File: config.mk
export PLATFORM = sky130hd
export DESIGN_NAME = paddle_bank
export DESIGN_NICKNAME = d
export VERILOG_FILES = /design/src/rtl/paddle_bank.sv
export SDC_FILE = /design/constraint.sdc
export NUM_CORES = 1
export LEC_CHECK = 0
export CORE_AREA = 2 2 118 120
export CTS_CLUSTER_DIAMETER = 40
export DETAILED_ROUTE_END_ITERATION = 10
export DIE_AREA = 0 0 120 122
export PLACE_DENSITY = 0.5
export SLEW_MARGIN = 10
export SYNTH_ARGS = -nofsm -noshare
export SYNTH_HDL_FRONTEND = slang
export SYNTH_SLANG_ARGS = --single-unit
File: constraint.sdc
create_clock -name clk -period 4.8 [get_ports clk]
set_clock_uncertainty 0.1 [all_clocks]
set_input_delay 0.72 -clock clk [delete_from_list [all_inputs] [get_ports clk]]
set_output_delay 0.72 -clock clk [all_outputs]
set_load 0.005 [all_outputs]
File: src/rtl/paddle_bank.sv
//------------------------------------------------------------------------------
// paddle_bank : N-channel quadrature front end (debounce, decode, paddle pos/bitmap)
// Rev 1.0
//------------------------------------------------------------------------------
`default_nettype none

module paddle_bank #(
  parameter  int NCH     = 2,
  parameter  int ROWS    = 16,
  parameter  int PLEN    = 3,
  parameter  int DEB_LEN = 9,
  parameter  int DEB_DIV = 7,
  localparam int PW      = (ROWS > 1) ? $clog2(ROWS) : 1
) (
  input  logic                clk,
  input  logic                reset,
  input  logic [NCH-1:0]      enc_a,
  input  logic [NCH-1:0]      enc_b,
  input  logic [NCH-1:0]      recenter,
  input  logic                freeze,
  output logic [NCH-1:0]      step_up,
  output logic [NCH-1:0]      step_dn,
  output logic [NCH*PW-1:0]   pos,
  output logic [NCH*ROWS-1:0] paddle_o
);

  localparam int MAXPOS = ROWS - PLEN;
  localparam int CENTER = MAXPOS / 2;
  localparam int DW     = (DEB_DIV > 1) ? $clog2(DEB_DIV) : 1;

  localparam logic [PW-1:0] MAXPOS_P = PW'(MAXPOS);
  localparam logic [PW-1:0] CENTER_P = PW'(CENTER);

  function automatic logic [ROWS-1:0] bitmap(input logic [PW-1:0] p);
    logic [ROWS-1:0] m;
    m = '0;
    for (int r = 0; r < ROWS; r++) begin
      m[r] = (r >= int'(p)) && (r < int'(p) + PLEN);
    end
    return m;
  endfunction

  localparam logic [ROWS-1:0] PADDLE_RST = bitmap(CENTER_P);

  // Shared sample-tick divider for every debouncer
  logic [DW-1:0] div_q, div_d;
  logic          tick;

  always_comb begin
    tick  = (div_q == DW'(DEB_DIV - 1));
    div_d = tick ? '0 : div_q + 1'b1;
  end

  always_ff @(posedge clk or negedge reset) begin
    if (!reset) div_q <= '0;
    else        div_q <= div_d;
  end

  for (genvar i = 0; i < NCH; i++) begin : g_ch
    logic [1:0]         sync_a_q, sync_a_d, sync_b_q, sync_b_d;
    logic [DEB_LEN-1:0] hist_a_q, hist_a_d, hist_b_q, hist_b_d;
    logic               dba_q, dba_d, dbb_q, dbb_d;
    logic               dba_dly_q, dba_dly_d;
    logic               up_q, up_d, dn_q, dn_d;
    logic [PW-1:0]      pos_q, pos_d;
    logic [ROWS-1:0]    paddle_q, paddle_d;
    logic               rise, live;

    always_comb begin
      sync_a_d  = {sync_a_q[0], enc_a[i]};
      sync_b_d  = {sync_b_q[0], enc_b[i]};
      hist_a_d  = tick ? DEB_LEN'({hist_a_q, sync_a_q[1]}) : hist_a_q;
      hist_b_d  = tick ? DEB_LEN'({hist_b_q, sync_b_q[1]}) : hist_b_q;

      // Debounced level only moves on a unanimous history
      dba_d     = (&hist_a_q) ? 1'b1 : ((~|hist_a_q) ? 1'b0 : dba_q);
      dbb_d     = (&hist_b_q) ? 1'b1 : ((~|hist_b_q) ? 1'b0 : dbb_q);
      dba_dly_d = dba_q;

      rise      = dba_q & ~dba_dly_q;
      live      = ~freeze & ~recenter[i];
      up_d      = rise & ~dbb_q & live;
      dn_d      = rise &  dbb_q & live;

      pos_d = pos_q;
      if (recenter[i]) begin
        pos_d = CENTER_P;
      end else if (!freeze && rise) begin
        if (!dbb_q && (pos_q < MAXPOS_P)) pos_d = pos_q + 1'b1;
        else if (dbb_q && (pos_q != '0))  pos_d = pos_q - 1'b1;
      end

      paddle_d = bitmap(pos_q);
    end

    always_ff @(posedge clk or negedge reset) begin
      if (!reset) begin
        sync_a_q  <= '0;
        sync_b_q  <= '0;
        hist_a_q  <= '0;
        hist_b_q  <= '0;
        dba_q     <= 1'b0;
        dbb_q     <= 1'b0;
        dba_dly_q <= 1'b0;
        up_q      <= 1'b0;
        dn_q      <= 1'b0;
        pos_q     <= CENTER_P;
        paddle_q  <= PADDLE_RST;
      end else begin
        sync_a_q  <= sync_a_d;
        sync_b_q  <= sync_b_d;
        hist_a_q  <= hist_a_d;
        hist_b_q  <= hist_b_d;
        dba_q     <= dba_d;
        dbb_q     <= dbb_d;
        dba_dly_q <= dba_dly_d;
        up_q      <= up_d;
        dn_q      <= dn_d;
        pos_q     <= pos_d;
        paddle_q  <= paddle_d;
      end
    end

    assign step_up[i]              = up_q;
    assign step_dn[i]              = dn_q;
    assign pos[i*PW +: PW]         = pos_q;
    assign paddle_o[i*ROWS +: ROWS] = paddle_q;
  end

endmodule

`default_nettype wire

==> results_dict.tcl, run 1 <==
set metrics [dict create \
    required_ns 3.98 \
    seq_area_frac_synth_pct 57.9 \
    crit_type "flip-flop to output pin" \
    slew_headroom_pct 41.3 \
    fin_crit_ns 2.66 \
    grt_max_degree 63 \
    yosys_warnings 0 \
    cp.arrival_ns 1.84 \
    path_cells "clkdlybuf4s50_1" \
    cts.sinks 97 \
    drive_gt1_share_pct 17.7 \
    ys.flop_type "dfrtp_1" \
    dp_hpwl_mm 5.09 \
    fin_tns_setup_ns 0 \
    port_buffers 52 \
    die-area_um2 14600 \
    critical-path-slowest-cell "dfrtp_1" \
    firstDrtPassIters 4 \
    nets 421 \
    drt_wl_total_mm 7.61 \
    dp.cells 571 \
    slowest_delay_ns 0.85 \
    drtIter0Drc 139 \
    post-cts-setup-buffer-count 0 \
    ff2ff_path_depth 6 \
    cp_max_fo 26 \
    grt_usage_pct 11.4 \
    fmax_ghz 0.375 \
    cts_made_buffers 9 \
    n_antenna_cell 0 \
    status "complete, no violations" \
    crit_cells 1 \
    dieWidth_um 120 \
    grt_pass1_wl_mm 13.3 \
    min_period_over_period_pct 55.5 \
    place_congestion 0.774 \
    netlist_top_cells_area "dfrtp_1, mux2_2, dfstp_2, ha_1, a21oi_1" \
    cts-root-buf "clkbuf_16" \
    synth-async-reset-ratio_pct 100 \
    syn-cell-area_um2 4210 \
    clk_latency_ns 0.33 \
    grt-ovfl-total 0 \
    fp.dieH_um 122 \
    clockBufferDepth 2 \
    setup_viol 0 \
    hold_viol 0 \
    h-tree-depth 3 \
    route.detailed.drc 0 \
    synth_cells 357 \
    rsz0062_at_grt "no" \
    synth_most_common_cell "dfrtp_1" \
    antenna_found_initial 0 \
    synth_top_area_share_pct 51.7 \
    holdPathStages 0 \
    worstMarginPinSlew_ns 0.879 \
    synth_edf_count 0 \
    worstSetupEndpointType "output pin" \
    cp-start-kind "flip-flop" \
    core_um2 13500 \
    path_delay_family "flip-flops" \
    via_per_inst 4.72 \
    max-vdd-ir-drop_mv 0.149 \
    synth_top_cell_by_area "dfrtp_1" \
    syn_nets 376 \
    ctsHoldBuffers 0 \
    io_pins 53 \
    grt_pass1_vias 2709 \
    drv_cap 0 \
    leakage_nw 2.17 \
    area_growth_pct 21.9 \
    ctsResizeCount 0 \
    wl_per_cell_um 13.0 \
    fillers 1311 \
    cts.clk_slew.worst_paths_ns 0.07 \
    cts_tree "built" \
    ys_top_cells_by_count "dfrtp_1, mux2_2, nor2_1" \
    row_count 43 \
    layout.cells.non_filler 587 \
    drtAntennaViolNets 0 \
    synth.distinct_cells 55 \
    synth_area_per_cell_um2 11.8 \
    postSynthRegisterBits 97 \
    initial_core_util_pct 31.2 \
    via_count 2772 \
    power_density_nw_per_um2 299 \
    finalMaxSlewViolations 0 \
    cp_num_buf_inv 1 \
    hold_path_class "flip-flop to flip-flop" \
]
-- power by group --
part | total [mW] | internal, mW | switching [mW] | leakage (nW)
Sequential | 0.845 | 0.833 | 0.0118 | 1.24
Combinational | 0.0387 | 0.0169 | 0.0219 | 0.798
Clock | 0.652 | 0.363 | 0.289 | 0.135
-- final cells by class --
type	count	area, um2	area share (%)
multi-input combinational	232	1640	31.9
tap	180	225	4.39
inverter	9	33.8	0.658
clock buffer	11	243	4.73
clock inverter	5	31.3	0.609
timing repair buffer	53	526	10.2
sequential	97	2440	47.5
-- state kept, by name, indices dropped and copies added (netlist names) --
name and count:
div_q 3, g_ch.dba_dly_d 2, g_ch.dba_dly_q 2, g_ch.dbb_q 2, g_ch.dn_q 2, g_ch.hist_a_q 18, g_ch.hist_b_q 18, g_ch.paddle_q 32
g_ch.pos_q 8, g_ch.sync_a_q 4, g_ch.sync_b_q 4, g_ch.up_q 2
-- per-layer routing --
metal | up-vias | GRT usage [%] | part of all wire, %
met2 | 48 | 18.8 | 48
met4 | 0 | 3.97 | 1.5
met1 | 1353 | 14.5 | 47
li1 | 1363 | - | -
met3 | 8 | 3.09 | 3.8
met5 | - | 0 | 0
-- metrics by stage --
step | utilization [%] | total power [mW] | area [um2] | setup WS (ns) | hold slack, ns
final | 38.0 | 1.54 | 5130 | 2.14 | 0.244
after global routing | 38.0 | 1.61 | 5130 | 2.06 | 0.254
after CTS | 38.0 | 1.57 | 5130 | 2.13 | 0.244
after detailed placement | 36.0 | 0.901 | 4860 | 2.33 | 0.235
after global placement | 36.0 | 0.900 | 4860 | 2.36 | 0.234
after floorplan | - | 0.871 | 4210 | 2.90 | 0.231
-- layout by cell type (no fill, tap or decap), types with 4 or more instances in the layout --
cell type        synthesis  final
nand2b_1                12     12
nand4_1                  9      9
nor4_1                   8      8
clkbuf_16                0      9
nand2_1                 23     23
inv_1                    9      9
nor3_1                  12     12
o21ai_0                 16     16
ha_1                    10     10
mux2_2                  37     37
clkdlybuf4s50_1          0     51
a21oi_1                 22     22
dfstp_2                 10     10
dfrtp_1                 87     87
xnor2_1                  4      4
nor2_1                  26     26
-- worst register-to-register path, stage by stage, from the launching register on --
cell       delay (ns)
dfstp_2          0.63
inv_1            0.13
ha_1             0.41
nand4bb_1        0.22
o2111ai_2        0.17
a21oi_1          0.17
mux2_1           0.33
-- cells by family after synthesis --
kind of cell	share of synthesized area [%]
AOI/OAI and AO/OA	9.48
xor gates and xnor gates	0.832
adders and majority gates	2.97
buffers and inverters	3.21
DFF	57.9
muxes	10.6
and+or+nand+nor	14.9
-- worst paths after layout --
path | from | end | slack (ns)
setup reg to reg | g_ch[0].pos_q[1] | g_ch[0].pos_q[3] | 2.53
hold reg to reg | g_ch[1].sync_b_q[0] | g_ch[1].sync_b_q[1] | 0.24
min in group asynchronous | reset | g_ch[1].paddle_q[2] | 0.36
max in group asynchronous | reset | g_ch[0].pos_q[2] | 3.27
hold / removal | g_ch[1].sync_b_q[0] | g_ch[1].sync_b_q[1] | 0.24
setup / recovery | g_ch[0].pos_q[3] | pos[3] | 2.14
(Power assumes the default switching activity.)
==> inputs of run 2 (changes only) <==
==> constraint.sdc (replaced) <==
create_clock -name clk -period 2.8 [get_ports clk]
set_clock_uncertainty 0.1 [all_clocks]
set_input_delay 0.42 -clock clk [delete_from_list [all_inputs] [get_ports clk]]
set_output_delay 0.42 -clock clk [all_outputs]
set_load 0.005 [all_outputs]
==> run 2 against run 1 <==
Compared with the run above:
- first-iteration DRC count is 5.0% lower
- combinational power is 79% higher
- critical path type unchanged
- clock power is 83% higher
- flip-flop and latch count stayed put
- non-clock buffer count is 3 higher
- highest routed layer unchanged
- total power is 77% higher
- sequential power is 72% higher
- register-to-register slack worse by 2.0 ns
- via count is 0.32% higher
==> results_dict.tcl, run 2 (synthesis gave the netlist of run 1 again) <==
set metrics [dict create \
    path_delay_family "flip-flops" \
    p_total_mw 2.71 \
    p_int_mw 2.16 \
    cp_num_buf_inv 1 \
    via_count 2781 \
    place_congestion 0.786 \
    via_per_inst 4.74 \
    cp-start-kind "flip-flop" \
    grt_pass1_wl_mm 13.6 \
    rsz0062_at_grt "no" \
    slowest_delay_ns 0.82 \
    core_um2 13500 \
    max-vdd-ir-drop_mv 0.257 \
    fin_hold_ws_ns 0.0334 \
    largest_register_ffs 32 \
    worstSetupEndpointType "output pin" \
    cts.sinks 97 \
    cp_max_fo 26 \
    clk_latency_ns 0.34 \
    status "complete, no violations" \
    cts.clk_slew.worst_paths_ns 0.06 \
    drv_cap 0 \
    regMostFlops "g_ch.paddle_q" \
    drtIter0Drc 132 \
    h-tree-depth 3 \
    ctsHoldBuffers 0 \
    initial_core_util_pct 31.2 \
    grt-ovfl-total 0 \
    antenna_found_initial 0 \
    hold_path_class "input port to async pin" \
    fp.dieH_um 122 \
    top_regs "g_ch.paddle_q (32), g_ch.hist_a_q (18), g_ch.hist_b_q (18)" \
    slew_headroom_pct 51.2 \
    fin_crit_ns 2.33 \
    finalInstanceArea_um2 5180 \
    cts-root-buf "clkbuf_16" \
    fin_tns_setup_ns 0 \
    p_sw_share_pct 20.4 \
    final_util_pct 38.3 \
    worst_slack_ns 0.470 \
    drtAntennaViolNets 0 \
    firstDrtPassIters 4 \
    cts_tree "built" \
    finalMaxSlewViolations 0 \
    row_count 43 \
    grt_pass1_vias 2742 \
    dp.cells 574 \
    hold_viol 0 \
    layout_common_cells "dfrtp_1, clkdlybuf4s50_1, mux2_2, nor2_1, nand2_1" \
    required_ns 2.28 \
    min_period_over_period_pct 83.2 \
    io_pins 53 \
    power_density_nw_per_um2 524 \
    fmax_ghz 0.429 \
    nets 424 \
    route.detailed.drc 0 \
    dp_hpwl_mm 5.33 \
    p_seq_share_pct 53.4 \
    clockBufferDepth 2 \
    ctsResizeCount 0 \
    area_growth_pct 23.0 \
    die-area_um2 14600 \
    final_common_cell "dfrtp_1" \
    drt_wl_total_mm 7.94 \
    post-cts-setup-buffer-count 0 \
    power.switching_mw 0.552 \
    post-place-ws_ns 0.579 \
    clockPowerShare_pct 44.0 \
    grt_usage_pct 11.7 \
    worstMarginPinSlew_ns 0.732 \
    dieWidth_um 120 \
    layout.cells.non_filler 587 \
    wl_per_cell_um 13.5 \
    drive_gt1_share_pct 17.9 \
    postPlaceCellArea_um2 4890 \
    port_buffers 52 \
    critical-path-slowest-cell "dfrtp_1" \
    p_comb_share_pct 2.6 \
    crit_type "flip-flop to output pin" \
    cts_made_buffers 9 \
    cp.arrival_ns 1.81 \
    setup_viol 0 \
    path_cells "clkdlybuf4s50_1" \
    leakage_nw 2.20 \
    n_antenna_cell 0 \
    grt_max_degree 58 \
]
-- run 2: changes by cell type in the layout (fill, tap and decap cells not counted) --
cell / change
bufinv_16: +1
clkinvlp_4: -1
buf_12: +1
clkbuf_1: -1
buf_4: +2
clkinv_2: -2
-- run 2: worst paths after layout --
kind	cells past startpoint	from	endpoint	slack, ns
hold / removal	1	reset	g_ch[1].paddle_q[2]	0.03
max in group asynchronous	2	reset	g_ch[0].pos_q[1]	1.84
setup reg to reg	6	g_ch[1].pos_q[0]	g_ch[1].pos_q[3]	0.55
hold reg to reg	0	g_ch[0].sync_a_q[0]	g_ch[0].sync_a_q[1]	0.25
min in group clk	0	g_ch[0].sync_a_q[0]	g_ch[0].sync_a_q[1]	0.25
setup / recovery	1	g_ch[0].pos_q[3]	pos[3]	0.47
-- run 2: per-layer routing --
metal  up-vias  share of wire [%]  global-route usage (%)
li1       1367                  -                       -
met1      1357                 48                    15.2
met2        50                 48                    18.4
met3         7                3.1                    2.53
met4         0                1.4                    6.40
met5         -                  0                       0
-- run 2: final cells by class --
type | instances | area [um2]
Timing Repair Buffer | 56 | 561
Clock buffer | 10 | 239
Multi-Input combinational cell | 232 | 1640
Clock inverter | 3 | 43.8
Sequential cell | 97 | 2440
Tap cell | 180 | 225
Inverter | 9 | 33.8
Fill cell | 1298 | 8330
-- run 2: power by group through the flow --
| stage | combinational (mW) | sequential [mW] | clock, mW |
|---|---|---|---|
| floorplan | 0.0244 | 1.47 | 0 |
| global placement | 0.0716 | 1.47 | 0 |
| detailed placement | 0.0734 | 1.47 | 0 |
| CTS | 0.0735 | 1.45 | 1.24 |
| global route | 0.0802 | 1.45 | 1.29 |
| finish | 0.0693 | 1.45 | 1.19 |
==> inputs of run 3 (changes only) <==
--- a/config.mk
+++ b/config.mk
@@ -9,7 +9,7 @@
 export CTS_CLUSTER_DIAMETER = 40
 export DETAILED_ROUTE_END_ITERATION = 10
 export DIE_AREA = 0 0 120 122
-export PLACE_DENSITY = 0.5
+export PLACE_DENSITY = 0.52
 export SLEW_MARGIN = 10
 export SYNTH_ARGS = -nofsm -noshare
 export SYNTH_HDL_FRONTEND = slang
==> constraint.sdc (replaced) <==
create_clock -name clk -period 2.1 [get_ports clk]
set_clock_uncertainty 0.1 [all_clocks]
set_input_delay 0.315 -clock clk [delete_from_list [all_inputs] [get_ports clk]]
set_output_delay 0.315 -clock clk [all_outputs]
set_load 0.005 [all_outputs]
==> run 3 against run 2 <==
Compared with the run above:
- critical path type unchanged
- largest power group unchanged
- worst setup slack worse by 0.35 ns
- first-iteration DRC count is 11% lower
- non-clock buffer count is 13 higher
==> results_dict.tcl, run 3 (synthesis gave the netlist of run 1 again) <==
set metrics [dict create \
    initial_core_util_pct 31.2 \
    drv_cap 0 \
    setup_viol 0 \
    drt_wl_total_mm 7.87 \
    grt_util_met1_pct 14.9 \
    clk_latency_ns 0.34 \
    io_pins 53 \
    critical-path-slowest-cell "dfstp_4" \
    fp.dieH_um 122 \
    postPlaceCellArea_um2 4990 \
    leakage_nw 2.28 \
    worstSetupEndpointType "output pin" \
    via_count 2830 \
    grt_usage_pct 11.8 \
    cp-start-kind "flip-flop" \
    grt-ovfl-total 0 \
    port_buffers 52 \
    cts.clk_slew.worst_paths_ns 0.06 \
    drtIter0Drc 117 \
    crit_type "flip-flop to output pin" \
    cp_max_fo 13 \
    drtAntennaViolNets 0 \
    area_growth_pct 26.9 \
    busiest_layer "met2" \
    place_congestion 0.826 \
    finalMaxSlewViolations 0 \
    cts-root-buf "clkbuf_16" \
    holdPathEnd "g_ch[1].sync_a_q[1]" \
    hold_path_class "flip-flop to flip-flop" \
    required_ns 1.68 \
    ff2ff_path_depth 6 \
    status "complete, no violations" \
    wl_per_cell_um 13.1 \
    slew_headroom_pct 68.1 \
    top_regs "g_ch.paddle_q (32), g_ch.hist_a_q (18), g_ch.hist_b_q (18)" \
    fmax_ghz 0.504 \
    path_delay_family "flip-flops" \
    r2r_start "g_ch[0].pos_q[1]" \
    finalInstanceArea_um2 5340 \
    max-vdd-ir-drop_mv 0.326 \
    final_common_cell "dfrtp_1" \
    cts_made_buffers 9 \
    fin_tns_setup_ns 0 \
    worst_slack_ns 0.116 \
    cts_tree "built" \
    holdPathStages 0 \
    cp_num_buf_inv 1 \
    min-delay-start "g_ch[1].sync_a_q[0]" \
    cp.arrival_ns 1.57 \
    nets 437 \
    route.detailed.drc 0 \
    power_density_nw_per_um2 717 \
    rsz0062_at_grt "no" \
    core_um2 13500 \
    p_comb_share_pct 2.6 \
    fin_crit_ns 1.98 \
    row_count 43 \
    firstDrtPassIters 4 \
    die-area_um2 14600 \
    grt_pass1_vias 2823 \
    clockPowerShare_pct 47.0 \
    p_sw_share_pct 20.1 \
    worstMarginPinSlew_ns 0.479 \
    path_cells "clkdlybuf4s50_1" \
    p_int_mw 3.06 \
    post-place-ws_ns 0.145 \
    n_antenna_cell 0 \
    slowest_delay_ns 0.70 \
    hold_viol 0 \
    antenna_found_initial 1 \
    cts.sinks 97 \
    clockBufferDepth 2 \
    power.switching_mw 0.769 \
    drive_gt1_share_pct 20.6 \
    met3_usage_pct 3.14 \
    h-tree-depth 3 \
    p_total_mw 3.83 \
    dp_hpwl_mm 5.47 \
    p_seq_share_pct 50.5 \
    grt_max_degree 36 \
    dieWidth_um 120 \
    reg2reg_setup_slack_ns 0.15 \
    largest_register_ffs 32 \
    regMostFlops "g_ch.paddle_q" \
    min_period_over_period_pct 94.5 \
    grt_util_met2_pct 18.3 \
    layout_common_cells "dfrtp_1, clkdlybuf4s50_1, mux2_2, nor2_1, nand2_1" \
    grt_pass1_wl_mm 13.7 \
    via_per_inst 4.69 \
    timing.rr.end "g_ch[0].pos_q[3]" \
]
==> run 3: cell count changes in the layout (fill, tap and decap cells not counted) <==
cell,delta
buf_4,+11
clkinvlp_4,+2
buf_12,+1
bufinv_16,+1
clkbuf_1,+1
clkbuf_8,+1
clkinv_2,-1
clkinv_4,-1
dfstp_2,-1
dfstp_4,+1
dlygate4sd3_1,+1
==> run 3: metal layers <==
| layer | vias up | wire (um) |
|---|---|---|
| met5 | - | 11 |
| met4 | 2 | 188 |
| met3 | 13 | 309 |
| met2 | 44 | 3660 |
| met1 | 1380 | 3710 |
| li1 | 1391 | - |
==> run 3: power groups by stage <==
| stage | logic [mW] | registers, mW | clock network, mW |
|---|---|---|---|
| global route | 0.114 | 1.94 | 1.94 |
| detailed placement | 0.103 | 1.97 | 0 |
| floorplan | 0.0325 | 1.96 | 0 |
| CTS | 0.104 | 1.93 | 1.87 |
| global placement | 0.0996 | 1.96 | 0 |
| finish | 0.0984 | 1.93 | 1.80 |
==> run 3: how the worst max path moves through the flow <==
stage          depth (start not counted)        startpoint  slack (ns)               end
2_1_floorplan                          6  g_ch[0].pos_q[1]        0.20  g_ch[0].pos_q[3]
3_3_place_gp                           5            freeze        0.20  g_ch[0].pos_q[3]
3_5_place_dp                           6  g_ch[0].pos_q[1]        0.15  g_ch[0].pos_q[3]
4_1_cts                                1  g_ch[1].pos_q[2]        0.01            pos[6]
5_1_grt                                6  g_ch[1].pos_q[1]        0.01  g_ch[1].pos_q[3]
6_report                               1  g_ch[1].pos_q[2]        0.12            pos[6]
==> run 3: cell type report <==
| type | instances | area [um2] |
|---|---|---|
| fill | 1294 | 8160 |
| sequential | 97 | 2440 |
| multi-input combinational | 232 | 1640 |
| timing repair buffer | 69 | 673 |
| clock buffer | 12 | 256 |
| tap | 180 | 225 |
| clock inverter | 4 | 75.1 |
| inverter | 9 | 33.8 |
==> run 3: what timing repair did <==
item | in CTS | in global routing
hold buffers | 1 | 0
endpoints found under the setup margin | 1 | 1
buffers inserted | 0 | 1
resized for setup | 1 | 0
endpoints found under the hold margin | 33 | 0
==> run 3: stage by stage <==
step / util (%) / std cells / hold WS (ns)
after floorplan: - / 357 / -0.0806
after global placement: 36.9 / 585 / 0.209
after detailed placement: 36.9 / 585 / 0.219
after CTS: 39.5 / 602 / 0.252
after global routing: 39.6 / 603 / 0.255
final: 39.6 / 603 / 0.250
